**src/rtl/dom_keccak_chi_pipe.sv**
```systemverilog
// Two-stage masked Keccak chi using domain-oriented masking (DOM-indep AND).
// Stage 1 registers all partial products, stage 2 compresses them per share domain.
module dom_keccak_chi_pipe #(
    parameter int ORDER = 2,
    parameter int ROWS  = 1
) (
    input  logic                                         clk,
    input  logic                                         rst,
    input  logic                                         in_valid,
    output logic                                         in_ready,
    input  logic                                         chi_en,
    input  logic [5*ROWS*(ORDER+1)-1:0]                  x_sh,
    input  logic [5*ROWS*(ORDER+1)*ORDER/2-1:0]          rnd,
    output logic                                         out_valid,
    input  logic                                         out_ready,
    output logic [5*ROWS*(ORDER+1)-1:0]                  y_sh,
    output logic                                         busy
);

    localparam int S  = ORDER + 1;
    localparam int W  = 5 * ROWS;
    localparam int RW = W * S * (S - 1) / 2;

    logic           vld_p1, vld_p2;
    logic           chi_p1;
    logic           acc, load2;
    logic [W-1:0]   xs_c     [S];
    logic [W-1:0]   an_c     [S];
    logic [W-1:0]   bv_c     [S];
    logic [W-1:0]   inner_c  [S];
    logic [W-1:0]   cross_c  [S][S];
    logic [W-1:0]   x_p1     [S];
    logic [W-1:0]   inner_p1 [S];
    logic [W-1:0]   cross_p1 [S][S];
    logic [W-1:0]   part_c   [S][S+1];
    logic [W-1:0]   y_c      [S];
    logic [W*S-1:0] y_flat;
    logic [W*S-1:0] y_p2;

    assign load2     = vld_p1 && (!vld_p2 || out_ready);
    assign in_ready  = !vld_p1 || load2;
    assign acc       = in_valid && in_ready;
    assign out_valid = vld_p2;
    assign y_sh      = y_p2;
    assign busy      = vld_p1 || vld_p2;

    // Operand selection per share: a = NOT x[b+1] (only share 0 inverted), b = x[b+2].
    for (genvar i = 0; i < S; i++) begin : g_op
        assign xs_c[i] = x_sh[i*W +: W];
        for (genvar k = 0; k < W; k++) begin : g_bit
            localparam int R = k / 5;
            localparam int B = k % 5;
            assign an_c[i][k] = x_sh[i*W + R*5 + (B+1)%5] ^ (i == 0);
            assign bv_c[i][k] = x_sh[i*W + R*5 + (B+2)%5];
        end
        assign inner_c[i] = an_c[i] & bv_c[i];
    end

    // Cross-domain products are blinded by one fresh bit shared by pairs (i,j) and (j,i).
    for (genvar i = 0; i < S; i++) begin : g_cr_i
        for (genvar j = 0; j < S; j++) begin : g_cr_j
            localparam int LO = (i < j) ? i : j;
            localparam int HI = (i < j) ? j : i;
            localparam int P  = LO*S - (LO*(LO+1))/2 + (HI - LO - 1);
            if (i != j) begin : g_off
                assign cross_c[i][j] = (an_c[i] & bv_c[j]) ^ rnd[P*W +: W];
            end else begin : g_diag
                assign cross_c[i][j] = '0;
            end
        end
    end

    // ---- stage 1 register boundary ----
    always_ff @(posedge clk or posedge rst) begin
        if (rst) begin
            vld_p1   <= 1'b0;
            chi_p1   <= 1'b0;
            x_p1     <= '{default: '0};
            inner_p1 <= '{default: '0};
            cross_p1 <= '{default: '0};
        end else begin
            if (acc) begin
                vld_p1   <= 1'b1;
                chi_p1   <= chi_en;
                x_p1     <= xs_c;
                inner_p1 <= inner_c;
                cross_p1 <= cross_c;
            end else if (load2) begin
                vld_p1 <= 1'b0;
            end
        end
    end

    // Per-domain compression: only registered terms are combined here.
    for (genvar i = 0; i < S; i++) begin : g_cmp
        assign part_c[i][0] = x_p1[i] ^ inner_p1[i];
        for (genvar j = 0; j < S; j++) begin : g_acc
            assign part_c[i][j+1] = part_c[i][j] ^ cross_p1[i][j];
        end
        assign y_c[i]              = chi_p1 ? part_c[i][S] : x_p1[i];
        assign y_flat[i*W +: W]    = y_c[i];
    end

    // ---- stage 2 register boundary ----
    always_ff @(posedge clk or posedge rst) begin
        if (rst) begin
            vld_p2 <= 1'b0;
            y_p2   <= '0;
        end else begin
            if (load2) begin
                vld_p2 <= 1'b1;
                y_p2   <= y_flat;
            end else if (out_ready) begin
                vld_p2 <= 1'b0;
            end
        end
    end

endmodule

```
**config.mk**
```make
export PLATFORM = sky130hd
export DESIGN_NAME = dom_keccak_chi_pipe
export DESIGN_NICKNAME = d
export VERILOG_FILES = /design/src/rtl/dom_keccak_chi_pipe.sv
export SDC_FILE = /design/constraint.sdc
export NUM_CORES = 1
export LEC_CHECK = 0
export CAP_MARGIN = 5
export CELL_PAD_IN_SITES_DETAIL_PLACEMENT = 1
export CELL_PAD_IN_SITES_GLOBAL_PLACEMENT = 1
export CORE_ASPECT_RATIO = 0.9
export CORE_MARGIN = 2
export CORE_UTILIZATION = 40
export CTS_BUF_LIST = sky130_fd_sc_hd__clkbuf_4 sky130_fd_sc_hd__clkbuf_8
export CTS_CLUSTER_DIAMETER = 120
export DETAILED_ROUTE_END_ITERATION = 12
export HOLD_SLACK_MARGIN = 0.02
export PLACE_DENSITY = 0.85
export SLEW_MARGIN = 20
export SYNTH_ARGS = -nofsm -noshare
export SYNTH_HDL_FRONTEND = slang
export SYNTH_SLANG_ARGS = --single-unit
```
**constraint.sdc**
```tcl
create_clock -name clk -period 3.9 [get_ports clk]
set_clock_uncertainty 0.1 [all_clocks]
set_input_delay 0.39 -clock clk [delete_from_list [all_inputs] [get_ports clk]]
set_output_delay 0.39 -clock clk [all_outputs]
set_load 0.01 [all_outputs]
```
==> impl_metrics.tcl, run 1 <==
set metrics [dict create \
    status "complete, no violations" \
    power_density_mw_per_mm2 487 \
    min_period_ns 2.61 \
    cts_tree "done" \
    grt_usage 0.208 \
    ys_ff_latch 78 \
    avgSynthCellArea_um2 11.4 \
    die_w_um 111 \
    end_kind "primary output" \
    numCtsBuffers 9 \
    post_cts_buffers 0 \
    crit_arrival_ns 2.12 \
    slew_violations 0 \
    nets 444 \
    seq_area_frac_synth 0.472 \
    cts_num_sinks 78 \
    path_max_fanout 26 \
    clkLatencyLatePin_ns 0.35 \
    num_rows 35 \
    synth_area_leaders "dfrtp_1 (47%), xnor3_1 (8.2%), a21oi_2 (6.4%), mux2_4 (5.8%), a21oi_1 (5.5%)" \
    place_inst 527 \
    cts_max_level 3 \
    gp_congestion 0.762 \
    grt_pass1_vias 3318 \
    synthCells 364 \
    ios 53 \
    routed_wl_um 11000 \
    syn_area_mm2 0.00413 \
    syn_to_final_growth_pct 19.8 \
    setup_ws_ns 1.29 \
    maxCapViolCount 0 \
    antenna_found_initial 0 \
    required_ns 3.41 \
    drt_iter0_drc 161 \
    numPortBuffers 52 \
    route.detailed.drc 0 \
    fin_tns_setup_ns 0 \
    synth_cell_types 26 \
    grt_pass1_wl_um 17700 \
    hold_buffers 0 \
    synth_top_area_share 0.472 \
    synthesis.nets 399 \
    crit_path_start_kind "input pin" \
    num_antenna_cells 0 \
    slew_headroom 0.383 \
    hold_viol 0 \
    core_area_mm2 0.0102 \
    rsz0062_at_grt "no" \
    hp-class "reg -> reg" \
    post_cts_resized 0 \
    vdd_drop_max_v 0.000244 \
    drive_gt1_frac 0.176 \
    dp_slack_ns 1.22 \
    dp_hpwl_um 7280 \
    fmax_mhz 383 \
    p_leak_uw 0.00207 \
    fin_util 0.487 \
    dr.pass1.iters 4 \
    path_class "in -> out" \
    tightest_slew_ns 0.924 \
    antenna_left 0 \
    cts-root-buf "clkbuf_8" \
    grt_max_degree 49 \
    stdcell_count 543 \
    yosys_warnings 0 \
    cts_buffer_depth 2 \
    vias 2993 \
    fillCellCount 1119 \
    post_drt_wl_per_cell_um 20.3 \
    chipHeight_um 100 \
    yosysTopAreaCell "dfrtp_1" \
    finalSetupViolCount 0 \
    initial_core_util 0.407 \
    vias_per_cell 5.51 \
    dieArea_mm2 0.0112 \
    cts.clk_slew.worst_paths_ns 0.08 \
    gr-total-overflow 0 \
    finalCritPeriodShare 0.670 \
]
layer usage:
layer	part of all wire	vias to the layer above	global-route usage
met5	0	-	0
met4	0.022	0	0.0627
met3	0.035	19	0.0525
met2	0.49	56	0.361
met1	0.45	1557	0.259
li1	-	1361	-
final timing paths:
check	from	end	cells past startpoint	slack [ns]
setup / recovery	out_ready	in_ready	4	1.29
min in group asynchronous	rst	y_sh[1]	2	0.45
max in group asynchronous	rst	cross_p1[7]	3	2.52
setup reg to reg	out_valid	inner_p1[7]	4	1.78
hold / removal	x_p1[6]	x_p1[6]	1	0.41
hold reg to reg	x_p1[6]	x_p1[6]	1	0.41
layout by cell type (no fill, tap or decap):
| cell | instances |
|---|---|
| nand4_1 | 10 |
| clkinv_4 | 1 |
| a31oi_1 | 15 |
| xor2_1 | 20 |
| nand2b_1 | 3 |
| nand3_1 | 1 |
| buf_4 | 6 |
| xnor2_1 | 10 |
| bufinv_16 | 2 |
| dfrtp_1 | 78 |
| nand2_1 | 20 |
| a21oi_1 | 45 |
| inv_1 | 11 |
| clkinvlp_4 | 1 |
| o21ai_0 | 15 |
| or2_2 | 1 |
| and2_4 | 1 |
| or3_1 | 15 |
| a21oi_2 | 30 |
| clkinv_2 | 2 |
| clkbuf_8 | 9 |
| clkdlybuf4s50_1 | 52 |
| mux2_4 | 16 |
| clkbuf_4 | 1 |
| buf_12 | 1 |
| nor2b_1 | 15 |
| inv_2 | 1 |
| xnor3_1 | 15 |
| o21ai_1 | 11 |
| nand3b_4 | 1 |
| mux2_1 | 4 |
| and2_1 | 1 |
cell families after synthesis:
group,synth area share
muxes,0.0690
DFF,0.472
xor gates and xnor gates,0.145
and+or+nand+nor,0.0945
AOI/OAI and AO/OA,0.172
buffers and inverters,0.0463
synthesized netlist by cell type, drive strengths merged:
cell type,count
dfrtp,78
a21oi,75
o21ai,26
mux2,20
nand2,20
xor2,20
a31oi,15
clkbuf,15
nor2b,15
or3,15
xnor3,15
inv,12
buf,10
nand4,10
xnor2,10
nand2b,3
and2,2
nand3,1
nand3b,1
or2,1
flip-flops by register name (all words and copies together), names as in the netlist:
name,flops
chi_p1,1
cross_p1,30
inner_p1,15
out_valid,1
vld_p1,1
x_p1,15
y_sh,15
layout make-up:
class | instances | area [µm²] | share of cell area
clock inverters | 6 | 86.3 | 0.0174
inverters | 12 | 45.0 | 0.00910
repair buffers | 59 | 586 | 0.118
multi-input cells | 249 | 1990 | 0.402
well taps | 129 | 161 | 0.0326
clock buffers | 10 | 131 | 0.0265
flip-flops and latches | 78 | 1950 | 0.394
where the power goes:
group / internal (µW) / total, µW / switching (µW)
sequential: 949 / 1040 / 94.4
clock: 367 / 677 / 310
combinational: 374 / 691 / 317
total: 1690 / 2410 / 721
metrics by stage:
step | instance area, µm² | power [µW] | hold slack (ns)
after floorplan | 4130 | 1480 | 0.367
after global placement | 4730 | 1710 | 0.377
after detailed placement | 4730 | 1750 | 0.396
after CTS | 4950 | 2430 | 0.414
after global routing | 4950 | 2530 | 0.442
final | 4950 | 2410 | 0.410
critical path, cell delays in order:
cell             delay [ns]
clkdlybuf4s50_1        0.47
nand3b_4               0.31
buf_4                  0.32
clkdlybuf4s50_1        0.61
No activity file was read; power rests on OpenSTA's default activity.
==> run 2: changes to the inputs <==
--- a/config.mk
+++ b/config.mk
@@ -15,7 +15,7 @@
 export CTS_CLUSTER_DIAMETER = 120
 export DETAILED_ROUTE_END_ITERATION = 12
 export HOLD_SLACK_MARGIN = 0.02
-export PLACE_DENSITY = 0.85
+export PLACE_DENSITY = 0.88
 export SLEW_MARGIN = 20
 export SYNTH_ARGS = -nofsm -noshare
 export SYNTH_HDL_FRONTEND = slang
==> constraint.sdc (replaced) <==
create_clock -name clk -period 2.2 [get_ports clk]
set_clock_uncertainty 0.1 [all_clocks]
set_input_delay 0.22 -clock clk [delete_from_list [all_inputs] [get_ports clk]]
set_output_delay 0.22 -clock clk [all_outputs]
set_load 0.01 [all_outputs]
==> impl_metrics.tcl, run 2 (synthesis gave the netlist of run 1 again) <==
set metrics [dict create \
    status "complete, no violations" \
    grt_pass1_wl_um 17800 \
    core_area_mm2 0.0102 \
    num_rows 35 \
    numCtsBuffers 9 \
    hold_viol 0 \
    drt_iter0_drc 196 \
    chipHeight_um 100 \
    slew_headroom 0.394 \
    num_antenna_cells 0 \
    vdd_drop_max_v 0.000486 \
    vias_per_cell 5.49 \
    path_max_fanout 10 \
    routed_wl_um 10900 \
    dp_hpwl_um 7270 \
    maxCapViolCount 0 \
    tightest_slew_ns 0.908 \
    cts_num_sinks 78 \
    crit_arrival_ns 1.67 \
    grt_max_degree 79 \
    place_inst 529 \
    die_w_um 111 \
    p_switching_uw 1280 \
    crit_path_start_kind "register" \
    rsz0062_at_grt "no" \
    cts-root-buf "clkbuf_8" \
    syn_to_final_growth_pct 22.0 \
    antenna_left 0 \
    fin_tns_setup_ns 0 \
    fillCellCount 1090 \
    post_cts_buffers 0 \
    nets 446 \
    grt_usage 0.207 \
    required_ns 1.88 \
    largest_reg_flops 30 \
    fmax_mhz 502 \
    clockPowerShare 0.303 \
    clkLatencyLatePin_ns 0.36 \
    final_common_cell "dfrtp_1" \
    gr-total-overflow 0 \
    layout_common_cells "dfrtp_1 (77), clkdlybuf4s50_1 (52), a21oi_1 (45)" \
    p_seq_frac 0.418 \
    path_class "reg -> out" \
    p_leak_uw 0.00210 \
    cts.clk_slew.worst_paths_ns 0.08 \
    initial_core_util 0.407 \
    route.detailed.drc 0 \
    finalCritPeriodShare 0.906 \
    end_kind "primary output" \
    cts_max_level 3 \
    dr.pass1.iters 4 \
    min_period_ns 1.99 \
    hp-class "in -> async" \
    cts_tree "done" \
    numPortBuffers 52 \
    slew_violations 0 \
    stdcell_count 545 \
    vias 2990 \
    largest-register "cross_p1" \
    drive_gt1_frac 0.183 \
    antenna_found_initial 0 \
    ios 53 \
    pwr-share-comb 0.279 \
    finalSetupViolCount 0 \
    gp_congestion 0.745 \
    post_drt_wl_per_cell_um 20.0 \
    switching_share 0.289 \
    power_density_mw_per_mm2 881 \
    cts_buffer_depth 2 \
    p_int_uw 3160 \
    grt_pass1_vias 3166 \
    dieArea_mm2 0.0112 \
]
==> run 2: cell types whose count changed in the layout (fill, tap and decap cells not counted), sizes merged <==
cell and change:
clkinv -2, bufinv +1, buf +2, clkinvlp +1, clkbuf +1, inv -1
==> run 2: area by class of cell <==
cell class,count,area [µm²],share of cell area
clock buffer,11,145,0.0288
clock inverter,5,106,0.0211
inverter,12,48.8,0.00968
multi-input combinational,249,1990,0.394
sequential,78,1950,0.387
tap,129,161,0.0320
timing repair buffer,61,638,0.127
==> run 2: worst paths after layout <==
| path | start | depth (start not counted) | to | slack, ns |
|---|---|---|---|---|
| setup / recovery | vld_p1 | 2 | busy | 0.21 |
| hold / removal | rst | 3 | inner_p1[12] | 0.18 |
| setup reg to reg | vld_p1 | 4 | x_p1[5] | 0.45 |
| hold reg to reg | x_p1[7] | 1 | x_p1[7] | 0.41 |
| max in group asynchronous | rst | 3 | vld_p1 | 1.37 |
| min in group clk | chi_en | 3 | chi_p1 | 0.38 |
==> run 2: layer usage <==
metal,global-route usage,vias up,part of all wire
met3,0.0429,12,0.030
met2,0.360,53,0.52
met1,0.270,1563,0.44
li1,-,1362,-
met5,0,-,0
met4,0.0475,0,0.012
==> run 2: what timing repair did <==
action | CTS | global route
hold buffers | 0 | 0
setup endpoints to repair | 0 | 1
endpoints found under the hold margin | 0 | 0
gates resized for setup | 0 | 1
==> run 2: worst max-delay path, cell delays in order (launching register included) <==
cell	delay, ns
dfrtp_2	0.51
or2_2	0.33
clkdlybuf4s50_1	0.48
==> run 2: per-stage QoR <==
stage	setup WS, ns	area [µm²]	hold slack (ns)	utilization	power [µW]
3_5_place_dp	0.238	4790	0.393	0.471	3120
2_1_floorplan	0.671	4140	0.255	-	2630
4_1_cts	0.0830	5040	0.240	0.496	4470
3_3_place_gp	0.275	4790	0.379	0.471	3050
5_1_grt	0.141	5040	0.245	0.496	4640
6_report	0.206	5040	0.177	0.496	4440
==> run 2: power groups by stage <==
| stage | combinational [µW] | clock [µW] | sequential, µW |
|---|---|---|---|
| 2_1_floorplan | 753 | 0 | 1870 |
| 3_3_place_gp | 1190 | 0 | 1870 |
| 3_5_place_dp | 1230 | 0 | 1880 |
| 4_1_cts | 1250 | 1360 | 1860 |
| 5_1_grt | 1340 | 1410 | 1890 |
| 6_report | 1240 | 1340 | 1860 |
==> run 3: changes to the inputs <==
--- a/config.mk
+++ b/config.mk
@@ -9,7 +9,6 @@
 export CELL_PAD_IN_SITES_DETAIL_PLACEMENT = 1
 export CELL_PAD_IN_SITES_GLOBAL_PLACEMENT = 1
 export CORE_ASPECT_RATIO = 0.9
-export CORE_MARGIN = 2
 export CORE_UTILIZATION = 40
 export CTS_BUF_LIST = sky130_fd_sc_hd__clkbuf_4 sky130_fd_sc_hd__clkbuf_8
 export CTS_CLUSTER_DIAMETER = 120
==> impl_metrics.tcl, run 3 (synthesis gave the netlist of run 1 again) <==
set metrics [dict create \
    cts_tree "done" \
    antenna_left 0 \
    largest_reg_flops 30 \
    rsz0062_at_grt "no" \
    clkLatencyLatePin_ns 0.36 \
    min_period_ns 1.87 \
    nets 447 \
    num_antenna_cells 0 \
    largest-register "cross_p1" \
    chipHeight_um 98.4 \
    gp_congestion 0.792 \
    power_density_mw_per_mm2 869 \
    initial_core_util 0.419 \
    die_w_um 109 \
    fin_util 0.508 \
    grt_pass1_vias 3169 \
    post_cts_buffers 0 \
    cts.clk_slew.worst_paths_ns 0.08 \
    dr.pass1.iters 4 \
    syn_to_final_growth_pct 21.3 \
    drt_iter0_drc 120 \
    dieArea_mm2 0.0107 \
    gr-total-overflow 0 \
    tightest_slew_ns 0.688 \
    post_cts_resized 0 \
    final_common_cell "dfrtp_1" \
    grt_max_degree 62 \
    crit_path_start_kind "register" \
    required_ns 1.88 \
    vias 2969 \
    slew_headroom 0.541 \
    end_kind "primary output" \
    hp-class "in -> async" \
    cts_buffer_depth 2 \
    path_max_fanout 3 \
    numCtsBuffers 9 \
    dp_hpwl_um 7460 \
    hold_buffers 0 \
    cts_max_level 3 \
    vias_per_cell 5.47 \
    ios 53 \
    routed_wl_um 10300 \
    vdd_drop_max_v 0.000432 \
    grt_usage 0.211 \
    status "complete, no violations" \
    layout_common_cells "dfrtp_1 (78), clkdlybuf4s50_1 (52), a21oi_1 (45)" \
    finalSetupViolCount 0 \
    core_area_mm2 0.00987 \
    num_rows 34 \
    fmax_mhz 534 \
    slew_violations 0 \
    path_class "reg -> out" \
    drive_gt1_frac 0.182 \
    fillCellCount 1063 \
    hold_viol 0 \
    grt_pass1_wl_um 16600 \
    numPortBuffers 52 \
    fin_tns_setup_ns 0 \
    route.detailed.drc 0 \
    worst_hold_slack_ns 0.103 \
    antenna_found_initial 0 \
    finalCritPeriodShare 0.852 \
    maxCapViolCount 0 \
    crit_arrival_ns 1.55 \
    cts_num_sinks 78 \
    cts-root-buf "clkbuf_8" \
    post_drt_wl_per_cell_um 19.0 \
    seqCellArea_mm2 0.00195 \
    multi_input_area_mm2 0.00199 \
    p_leak_uw 0.00209 \
]
-- run 3: worst paths after layout --
check / depth (start not counted) / slack [ns] / to / start
worst max-delay path: 2 / 0.33 / busy / vld_p1
worst min-delay path: 2 / 0.10 / y_sh[2] / rst
worst max register to register: 4 / 0.49 / x_p1[6] / out_valid
worst min register to register: 1 / 0.43 / x_p1[3] / x_p1[3]
max in group asynchronous: 3 / 1.26 / inner_p1[10] / rst
min in group clk: 3 / 0.36 / chi_p1 / chi_en
-- run 3: report_power, final --
part	internal, µW	switching [µW]
combinational	678	583
sequential	1680	178
clock	677	556
total	3040	1320
-- run 3: area by class of cell --
cell class	instances	area share
Timing Repair Buffer	62	0.126
Clock buffer	10	0.0275
Inverter	12	0.00974
Tap cell	126	0.0315
Multi-Input combinational cell	249	0.397
Sequential cell	78	0.390
Clock inverter	6	0.0185
-- run 3: critical path, cell delays in order, from the launching register on --
cell and delay [ns]:
dfrtp_1 0.42, or2_2 0.30, clkdlybuf4s50_1 0.48
-- run 3: stage by stage --
stage | power [µW] | cell area (µm²) | std cells | worst slack (ns)
finish | 4350 | 5010 | 543 | 0.326
global route | 4570 | 5010 | 543 | 0.239
CTS | 4390 | 5010 | 543 | 0.302
detailed placement | 3140 | 4780 | 527 | 0.165
global placement | 3070 | 4780 | 527 | 0.227
floorplan | 2630 | 4140 | 364 | 0.671
-- run 3: routing by layer --
layer,part of all wire,vias to the layer above,wire [µm],track usage
li1,-,1370,-,-
met1,0.46,1516,4800,0.283
met2,0.48,68,4990,0.342
met3,0.040,15,416,0.0496
met4,0.012,0,128,0.0551
met5,0,-,0,0
